[src/rtl/hb_round_ctrl.sv]
// hb_round_ctrl: Feistel round sequencer; nibble-split state, req/ack round function, owns round counter.
module hb_round_ctrl #(
  parameter int ROUNDS = 16
) (
  input  logic        clk,
  input  logic        rst_n,
  input  logic        i_start,
  input  logic        i_abort,
  input  logic [0:63] i_blk_in,
  output logic        o_ready,
  output logic        o_busy,
  output logic [0:7]  o_rnd,
  output logic        o_f_req,
  output logic [0:31] o_f_data,
  input  logic        i_f_ack,
  input  logic [0:31] i_f_out,
  output logic        o_done,
  output logic [0:63] o_blk_out
);
  typedef enum logic [1:0] {IDLE, REQ, DONE} state_t;
  state_t r_state, w_next;
  logic [0:63] r_s, r_blk, w_s_upd;
  logic [0:7]  r_rnd;
  logic [0:31] w_h, w_lo, w_x;
  logic        w_odd, w_last, w_ack;
  assign w_odd  = r_rnd[7];
  assign w_last = r_rnd == 8'(ROUNDS - 1);
  assign w_ack  = r_state == REQ && i_f_ack;
  assign w_x    = (w_odd ? w_lo : w_h) ^ i_f_out;
  genvar n;
  generate
    for (n = 0; n < 8; n++) begin : g_n
      assign w_h[4*n +: 4]          = r_s[8*n +: 4];
      assign w_lo[4*n +: 4]         = r_s[8*n+4 +: 4];
      assign w_s_upd[8*n +: 4]      = w_odd ? w_h[4*n +: 4] : w_x[4*n +: 4];
      assign w_s_upd[8*n+4 +: 4]    = w_odd ? w_x[4*n +: 4] : w_lo[4*n +: 4];
    end
  endgenerate
  always_comb begin
    w_next = r_state;
    if (i_abort) w_next = IDLE;
    else if (r_state == IDLE) w_next = i_start ? REQ : IDLE;
    else if (r_state == REQ) w_next = (i_f_ack && w_last) ? DONE : REQ;
    else w_next = IDLE;
  end
  always_ff @(posedge clk or negedge rst_n) begin
    if (!rst_n) begin
      r_state <= IDLE;
      r_s     <= '0;
      r_blk   <= '0;
      r_rnd   <= '0;
    end else begin
      r_state <= w_next;
      if (i_abort || r_state == DONE) r_rnd <= '0;
      else if (r_state == IDLE && i_start) begin
        r_s   <= i_blk_in;
        r_rnd <= '0;
      end else if (w_ack) begin
        r_s <= w_s_upd;
        if (w_last) r_blk <= w_s_upd;
        else r_rnd <= r_rnd + 8'd1;
      end
    end
  end
  assign o_ready   = r_state == IDLE;
  assign o_busy    = r_state == REQ;
  assign o_f_req   = r_state == REQ;
  assign o_done    = r_state == DONE;
  assign o_rnd     = r_rnd;
  assign o_f_data  = w_odd ? w_h : w_lo;
  assign o_blk_out = r_blk;
endmodule

[config.mk]
export PLATFORM = sky130hd
export DESIGN_NAME = hb_round_ctrl
export DESIGN_NICKNAME = d
export VERILOG_FILES = /design/src/rtl/hb_round_ctrl.sv
export SDC_FILE = /design/constraint.sdc
export NUM_CORES = 1
export LEC_CHECK = 0
export BUFFER_PORTS_ARGS = -buffer_cell sky130_fd_sc_hd__buf_4
export CAP_MARGIN = 20
export CORE_MARGIN = 8
export CORE_UTILIZATION = 56
export CTS_BUF_LIST = sky130_fd_sc_hd__clkbuf_8
export DETAILED_ROUTE_END_ITERATION = 10
export PLACE_DENSITY = 0.95
export RECOVER_POWER = 100
export REMOVE_ABC_BUFFERS = 1
export SLEW_MARGIN = 20
export SYNTH_ARGS = -nofsm -noshare
export SYNTH_HDL_FRONTEND = slang
export SYNTH_SLANG_ARGS = --single-unit
[constraint.sdc]
create_clock -name clk -period 3.49 [get_ports clk]
set_input_delay 0 -clock clk [delete_from_list [all_inputs] [get_ports clk]]
set_output_delay 0 -clock clk [all_outputs]
set_load 0.02 [all_outputs]
==> results.yml <==
status:
  status: "finished, violations left"
  violations: "max-capacitance violations, max-slew violations"
cells_and_area:
  nets: 1181
  syn2layout_area_growth_pct: 35.4
  final_util_pct: 77.8
  final_cells: 1270
  fillers: 881
  drive_above_1_share_pct: 21.0
  final_cell_area_um2: 10300
  layout_commonest_cell: "dfrtp_1"
  final_cell_mix: "137 x dfrtp_1, 130 x a21oi_1, 112 x dlygate4sd3_1"
timing:
  relSlewSlack_pct: -65.5
  setup_tns_ps: 0
  setup_slack_ps: 343
  fmax_mhz: 318
  drv_slew: 101
  rsz0062_at_grt: "no"
  holdWs_ps: 27.7
  finalSetupViolations: 0
  fin_crit_ps: 3150
  period_share_pct: 90.2
  finalHoldViolCount: 0
  skew_ps: 13.6
  tightest_slew_ps: 2480
floorplan:
  start_util_pct: 57.5
  coreArea_um2: 13200
  num_io_pins: 209
  dieHeight_um: 133
  die_w_um: 133
  die_area_um2: 17600
  rows: 42
setup_path:
  cp_max_fo: 70
  criticalPathCategory: "reg -> reg"
  worst_ep_arrival_time_ps: 3470
  ff2ff_setup_slack_ps: 340
  critPathCaptureType: "register"
  crit_path_start_kind: "register"
  cp.required_ps: 3810
clocking:
  htree_levels: 4
  root_buffer: "clkbuf_8"
  post_cts_resized: 0
  insertion_delay_ps: 440
  cts_buffer_depth: 2
  cts.sinks: 138
  cts_tree: "done"
  cts-buffers-inserted: 17
  cts.clk_slew.worst_paths_ps: 80
synthesis:
  synthFlopType: "dfrtp_1"
  yosysWarnings: 0
  syn_avg_cell_area_um2: 9.66
  synth_edf_count: 0
  synthArstFlopShare_pct: 100
  netlist_area_um2: 7610
  synthCells: 788
  synth_top_area_share_pct: 45.4
  ys_ff_latch: 138
  synth_cell_types: 31
  ys_seq_area_share_pct: 45.4
  yosysTopAreaCell: "dfrtp_1"
  synth.area.top_cells: "dfrtp_1 45%, mux2_2 13%, a21oi_1 8.5%"
placed_design:
  hpwl_mm: 14.1
  gp_congestion: 0.801
  port_buffers: 208
  placedCellCount: 1124
  pre_cts_ws_ps: 1160
  placed_area_um2: 9230
detailed_routing:
  vias: 7463
  drt_iter0_drc: 638
  drc: 0
  wl_per_cell_um: 19.4
  antenna_left: 0
  via_per_inst: 5.88
  first_pass_iters: 5
  wirelength_mm: 24.7
power_and_ir_drop:
  p_leak_nw: 4.54
  vdd_drop_max_v: 0.000325
  p_per_area_nw_per_um2: 458
  p_total_mw: 4.72
global_routing:
  grt-ovfl-total: 0
  track_usage_pct: 28.0
  grt_max_degree: 162
  antenna_found_initial: 2
  grt_pass1_vias: 7807
  grt_pass1_wl_mm: 40.4
job:
  drv_cap: 1
hold_path:
  hold_path_class: "in -> reg"
[critical path, cell delays in order (launching register included)]
cell           delay (ps)
dfrtp_1               470
mux2i_1               150
or3_2                 920
buf_4                 480
o21ai_0               250
o21ai_0               140
dlygate4sd3_1         600
[power by group]
part           switching (mW)  total, mW  leakage (nW)  internal, mW
combinational           0.706       1.41          2.50         0.700
clock                   0.599       1.27         0.213         0.675
sequential              0.248       2.04          1.83          1.79
[cells in the mapped netlist (2+ instances only)]
cell type    n
xnor2_1     71
mux2i_1      2
nor3b_1      2
a2111oi_0    3
inv_1       33
mux2_2      88
a211oi_1     2
mux2_1       8
a21oi_1    130
dfrtp_1    138
nor2b_1      2
nor3_1      65
clkbuf_1    50
nand3_1      3
nand2_1     35
nor2_1      11
nand2b_1    32
buf_6        6
o22ai_1     32
o21ai_0     64
[sequential cells by signal (all words and copies together), names as in the netlist]
name,cells
o_blk_out,64
o_rnd,8
r_s,64
r_state,2
[layer usage]
metal | track usage [%] | vias up | wire, um
li1 | - | 3366 | -
met1 | 30.7 | 3600 | 9160
met3 | 7.80 | 91 | 1790
met2 | 48.3 | 406 | 12700
met5 | 0 | - | 0
met4 | 15.2 | 0 | 1080
[logic make-up (layout without fill, tap and decap cells)]
logic type	Yosys count	count (layout)	synth area share (%)
XOR/XNOR	71	71	8.17
AND/OR/NAND/NOR	157	157	10.7
AO/OA/AOI/OAI	232	232	16.0
multiplexers	98	98	14.5
other	0	2	0
buffers and inverters	91	395	5.15
adder cells (fa/ha/maj)	1	1	0.164
flip-flops	138	138	45.4
[cell type report]
| cell class | count | area (um2) | area share (%) |
|---|---|---|---|
| antenna | 2 | 5.00 | 0.0486 |
| inverter | 33 | 124 | 1.20 |
| tap | 176 | 220 | 2.14 |
| multi-input combinational | 559 | 3740 | 36.3 |
| sequential | 138 | 3460 | 33.6 |
| clock buffer | 20 | 275 | 2.67 |
| timing repair buffer | 330 | 2370 | 23.0 |
| clock inverter | 12 | 108 | 1.04 |
[final timing paths]
kind                       cells past startpoint                      start                        end
setup / recovery                               6       r_state[0]$_DFF_PN0_        r_s[52]$_DFFE_PN0P_
hold / removal                                 4                i_f_out[31]  o_blk_out[63]$_DFFE_PN0P_
setup reg to reg                               6       r_state[0]$_DFF_PN0_        r_s[52]$_DFFE_PN0P_
hold reg to reg                                1  o_blk_out[55]$_DFFE_PN0P_  o_blk_out[55]$_DFFE_PN0P_
max in group asynchronous                      2                      rst_n       o_rnd[7]$_DFFE_PN0P_
min in group asynchronous                      2                      rst_n        r_s[36]$_DFFE_PN0P_
[timing repair]
| action | CTS | global route |
|---|---|---|
| hold endpoints to repair | 174 | 0 |
| setup buffers | 0 | 0 |
| hold buffers | 112 | 0 |
(Power assumes the default switching activity.)
